File: src/rtl/uart_transmitter.sv
// 8N1 UART transmitter with a small byte FIFO in front of the serialiser.
// i_data[0] leaves the line first; each bit is held for CLKS_PER_BIT clocks.
module uart_transmitter #(
    parameter int unsigned CLKS_PER_BIT = 21812,
    parameter int unsigned DEPTH        = 4
) (
    input  logic                         clk,
    input  logic                         r_reset,
    input  logic [0:7]                   i_data,
    input  logic                         i_valid,
    output logic                         o_ready,
    output logic                         o_tx,
    output logic                         o_busy,
    output logic                         o_done,
    output logic [$clog2(DEPTH+1)-1:0]   o_count
);

    localparam int unsigned AW = $clog2(DEPTH);
    localparam int unsigned CW = $clog2(DEPTH + 1);

    localparam logic [1:0] IDLE      = 2'd0;
    localparam logic [1:0] START_BIT = 2'd1;
    localparam logic [1:0] DATA_BITS = 2'd2;
    localparam logic [1:0] STOP_BIT  = 2'd3;

    localparam logic [23:0] LAST_CYCLE = 24'(CLKS_PER_BIT - 1);

    logic [0:7]    mem [DEPTH];
    logic [AW-1:0] wr_ptr;
    logic [AW-1:0] rd_ptr;
    logic [CW-1:0] count;
    logic          full;
    logic          empty;
    logic          push;
    logic          pop;

    logic [1:0]    state;
    logic [23:0]   cycle_cnt;
    logic [3:0]    bit_idx;
    logic [2:0]    next_bit;
    logic [0:7]    shift;
    logic          tx_q;
    logic          bit_end;

    always_comb begin
        full     = (count == CW'(DEPTH));
        empty    = (count == '0);
        push     = i_valid && !full;
        bit_end  = (cycle_cnt == LAST_CYCLE);
        next_bit = bit_idx[2:0] + 3'd1;
        // The head is consumed either from idle or straight out of the last stop-bit cycle.
        pop      = !empty && ((state == IDLE) || ((state == STOP_BIT) && bit_end));
    end

    always_ff @(posedge clk) begin
        if (push) begin
            mem[wr_ptr] <= i_data;
        end
    end

    always_ff @(posedge clk) begin
        if (r_reset) begin
            wr_ptr <= '0;
            rd_ptr <= '0;
            count  <= '0;
        end else begin
            if (push) begin
                wr_ptr <= wr_ptr + 1'b1;
            end
            if (pop) begin
                rd_ptr <= rd_ptr + 1'b1;
            end
            count <= count + CW'(push) - CW'(pop);
        end
    end

    always_ff @(posedge clk) begin
        if (r_reset) begin
            state     <= IDLE;
            cycle_cnt <= '0;
            bit_idx   <= '0;
            shift     <= '0;
            tx_q      <= 1'b1;
        end else begin
            case (state)
                IDLE: begin
                    if (!empty) begin
                        shift     <= mem[rd_ptr];
                        cycle_cnt <= '0;
                        bit_idx   <= '0;
                        tx_q      <= 1'b0;
                        state     <= START_BIT;
                    end
                end
                START_BIT: begin
                    if (bit_end) begin
                        cycle_cnt <= '0;
                        bit_idx   <= '0;
                        tx_q      <= shift[0];
                        state     <= DATA_BITS;
                    end else begin
                        cycle_cnt <= cycle_cnt + 24'd1;
                    end
                end
                DATA_BITS: begin
                    if (bit_end) begin
                        cycle_cnt <= '0;
                        if (bit_idx == 4'd7) begin
                            tx_q  <= 1'b1;
                            state <= STOP_BIT;
                        end else begin
                            bit_idx <= bit_idx + 4'd1;
                            tx_q    <= shift[next_bit];
                        end
                    end else begin
                        cycle_cnt <= cycle_cnt + 24'd1;
                    end
                end
                STOP_BIT: begin
                    if (bit_end) begin
                        cycle_cnt <= '0;
                        if (!empty) begin
                            shift   <= mem[rd_ptr];
                            bit_idx <= '0;
                            tx_q    <= 1'b0;
                            state   <= START_BIT;
                        end else begin
                            state <= IDLE;
                        end
                    end else begin
                        cycle_cnt <= cycle_cnt + 24'd1;
                    end
                end
                default: state <= IDLE;
            endcase
        end
    end

    assign o_ready = !full;
    assign o_tx    = tx_q;
    assign o_busy  = (state != IDLE);
    assign o_done  = (state == STOP_BIT) && bit_end;
    assign o_count = count;

endmodule
File: config.mk
export PLATFORM = sky130hd
export DESIGN_NAME = uart_transmitter
export DESIGN_NICKNAME = d
export VERILOG_FILES = /design/src/rtl/uart_transmitter.sv
export SDC_FILE = /design/constraint.sdc
export NUM_CORES = 1
export LEC_CHECK = 0
export ABC_AREA = 1
export BUFFER_PORTS_ARGS = -buffer_cell sky130_fd_sc_hd__buf_2
export CAP_MARGIN = 40
export CORE_ASPECT_RATIO = 0.75
export CORE_MARGIN = 8
export CORE_UTILIZATION = 33
export DETAILED_ROUTE_END_ITERATION = 12
export MAX_ROUTING_LAYER = met4
export PLACE_DENSITY = 0.53
export SETUP_SLACK_MARGIN = 0.02
export SLEW_MARGIN = 20
export SYNTH_ARGS = -nofsm -noshare
export SYNTH_HDL_FRONTEND = slang
export SYNTH_SLANG_ARGS = --single-unit
File: constraint.sdc
create_clock -name clk -period 3.1 [get_ports clk]
set_input_delay 0.155 -clock clk [delete_from_list [all_inputs] [get_ports clk]]
set_output_delay 0.155 -clock clk [all_outputs]
set_load 0.1 [all_outputs]
==> results.md <==
- Status: completed
- Max-Cap Viols: 0
- Synth top area cells: dfxtp_1 (23%), edfxtp_1 (23%), nand2_1 (11%), nor2_1 (6.9%), nand3_1 (6.5%)
- Max IR drop VDD: 0.000734 V
- Clk pin slew, worst setup/hold paths: 70 ps
- TNS Setup: 0 ps
- Met3 WL: 508 microns
- Commonest cells after routing, fill and taps aside: nand2_1 (123), nor2_1 (77), nand3_1 (55)
- Worst hold path startpoint: i_data[5]
- Worst hold endpoint: mem[0][2]
- Layout area overhead: 14.1%
- Site Rows: 35
- Cts repair resizes: 0
- Final wirelength: 10.1 mm
- Synthesized area per cell: 7.73 sq um
- Routed Antenna Nets: 0
- First-pass detailed-route iteration total: 4
- Reg2reg setup slack: 470 ps
- CP Max Fanout: 7
- Total number of vias: 3,554
- Core Area: 12,400 sq um
- Synth unique cells: 35
- Reg-to-reg startpoint: cycle_cnt[0]
- Met1 wire length: 5.52 mm
- CTS Sinks: 80
- Drt drc: 0
- Overall routing resource usage: 12.9%
- Mapped Cells: 546
- Iter 0 DRT Violations: 271
- Root Driver: clkbuf_16
- H-tree depth: 3
- Post-Syn Area: 4220 sq um
- Critical path origin: cycle_cnt[0]
- Leak: 1.79 nW
- Height of the chip: 114 microns
- Final Cycle Share: 84.7%
- #FFs+latches synth: 80
- Final net count: 590
- Uppermost layer routed: met4
- Setup Crit Path Kind: flip-flop to flip-flop
- Vias per cell: 4.83
- Antenna diodes: 0
- WL/cell: 13.7 microns
- Synthesized net count: 571
- Max-slew violations: 0
- Die Wd: 147 microns
- CP endpoint kind: flip-flop
- WL met2: 3.98 mm
- Hold buffers post-CTS: 0
- Number of buffers added on ports: 17
- Total power: 0.00410 W
- PwrDens: 851 nW/um^2
- Worst Skew: 6.42 ps
- R2r endpoint: o_count[2]
- First-pass GRT wire length: 16.9 mm
- Share of cells above drive strength 1: 13.7%
- Number of synthesis warnings: 0
- Largest net degree at the start of global routing: 26
- CP arrival: 2900 ps
- Fmax: 381 MHz
- Post-CTS Setup Inserts: 0
- HP Class: input port to flip-flop
- Worst Path Required: 3370 ps
- Die ar.: 16,700 sq um
- Total CTS buffers: 9
- Top cell type's share of synthesized area: 22.8%
- Critical Path Start Type: flip-flop
- Slew HR: 49.0%
- I/O pins: 18
- Most common cell after layout, fill and taps aside: nand2_1
- Later-pin clock latency in the skew report: 340 ps
- WHS Path Cells: 1
- Fin. Hold Viols: 0
- Vias in the first global route: 3,359
- Yosys top cell by area: dfxtp_1
- Final setup fails: 0
- Initial antenna violation count: 0
- Dpl hpwl: 7.28 mm
- Clock tree buffer depth: 2
- TritonCTS clock tree: built
- Gpl congestion: 0.875
- Initial Utilization: 34.0%
- RSZ-0062 raised after global routing: false
- Total grt overflow: 0
- Actual transition at the worst max-transition pin: 762 ps
- Depth of the most critical reg-to-reg path: 15
- Post-synthesis sequential area ratio: 45.6%
- Minimum clock period: 2630 ps
==> flip-flops by register name (all words and copies together), names as in the netlist, named ones only <==
| register | cells |
|---|---|
| mem | 32 |
| cycle_cnt | 24 |
| shift | 8 |
| bit_idx | 4 |
| o_count | 3 |
| rd_ptr | 2 |
| state | 2 |
| wr_ptr | 2 |
| o_tx | 1 |
==> critical path, cell delays in order, from the launching register on <==
cell and delay (ps):
dfxtp_1 440, ha_1 320, nand2_1 140, nor2_4 150
nand4_1 120, nand2_1 130, nand2_1 90, inv_2 80
ha_1 220, inv_1 60, ha_1 130, inv_1 40
fa_1 350, inv_1 70, o21ai_0 80, a21oi_1 140
==> layer usage <==
layer / up-vias / GRT usage, %
met5: - / -
met4: 0 / 3.83
met3: 7 / 3.13
met2: 71 / 18.0
met1: 1634 / 18.0
li1: 1842 / -
==> Yosys cell counts <==
library cell	number
a21oi_1	43
buf_2	5
buf_4	2
buf_6	1
clkbuf_1	6
clkinv_1	1
dfxtp_1	48
edfxtp_1	32
fa_1	1
ha_1	13
inv_1	40
inv_2	10
nand2_1	124
nand2_2	6
nand2_4	3
nand3_1	55
nand3_2	2
nand3_4	1
nand3b_1	2
nand4_1	12
nor2_1	77
nor2_2	4
nor2_4	5
nor3_1	2
nor3_2	3
nor3b_1	1
o2111ai_1	2
o211ai_1	1
o21ai_0	30
o21ai_1	2
o21bai_1	1
or2_1	1
or2_2	4
xnor2_1	1
xor2_1	5
==> worst max-delay path by stage <==
| stage | end | slack [ps] | cells past startpoint |
|---|---|---|---|
| after floorplan | o_count[2] | 20 | 10 |
| after global placement | o_count[2] | 600 | 15 |
| after detailed placement | o_count[2] | 520 | 15 |
| after CTS | o_count[2] | 490 | 15 |
| after global routing | o_count[2] | 240 | 15 |
| final | o_count[2] | 470 | 15 |
==> cell type report <==
cell class | count | area [sq um]
fill | 1262 | 7580
multi-input combinational | 401 | 2030
sequential | 80 | 1920
clock buffer | 9 | 225
tap | 166 | 208
inverter | 51 | 191
timing repair buffer | 22 | 123
clock inverter | 7 | 109
==> per-stage QoR <==
| step | instances | worst slack (ps) | area, sq um | util, % | hold WS, ps |
|---|---|---|---|---|---|
| after floorplan | 546 | 24.7 | 4220 | - | 254 |
| after global routing | 736 | 242 | 4810 | 38.8 | 30.2 |
| after global placement | 718 | 602 | 4460 | 36.0 | 374 |
| final | 736 | 474 | 4810 | 38.8 | 33.4 |
| after CTS | 734 | 485 | 4800 | 38.7 | 25.5 |
| after detailed placement | 718 | 516 | 4460 | 36.0 | 381 |
==> power breakdown <==
| group | internal (W) | total (W) | leakage [nW] | switching, W |
|---|---|---|---|---|
| Combinational | 0.000415 | 0.00150 | 0.942 | 0.00109 |
| Clock | 0.000724 | 0.00120 | 0.164 | 0.000471 |
| Sequential | 0.00125 | 0.00140 | 0.684 | 0.000147 |
| Total | 0.00239 | 0.00410 | 1.79 | 0.00171 |
==> cells by family (layout without fill, tap and decap cells) <==
family,after synthesis,in the layout,share of synthesized area (%)
and+or+nand+nor,302,302,32.9
DFF,80,80,45.6
AOI/OAI and AO/OA,79,79,9.67
buffers and inverters,65,89,6.29
adders and majority gates,14,14,4.33
xor gates and xnor gates,6,6,1.25
Note: power is estimated with default switching activity, not from simulation.
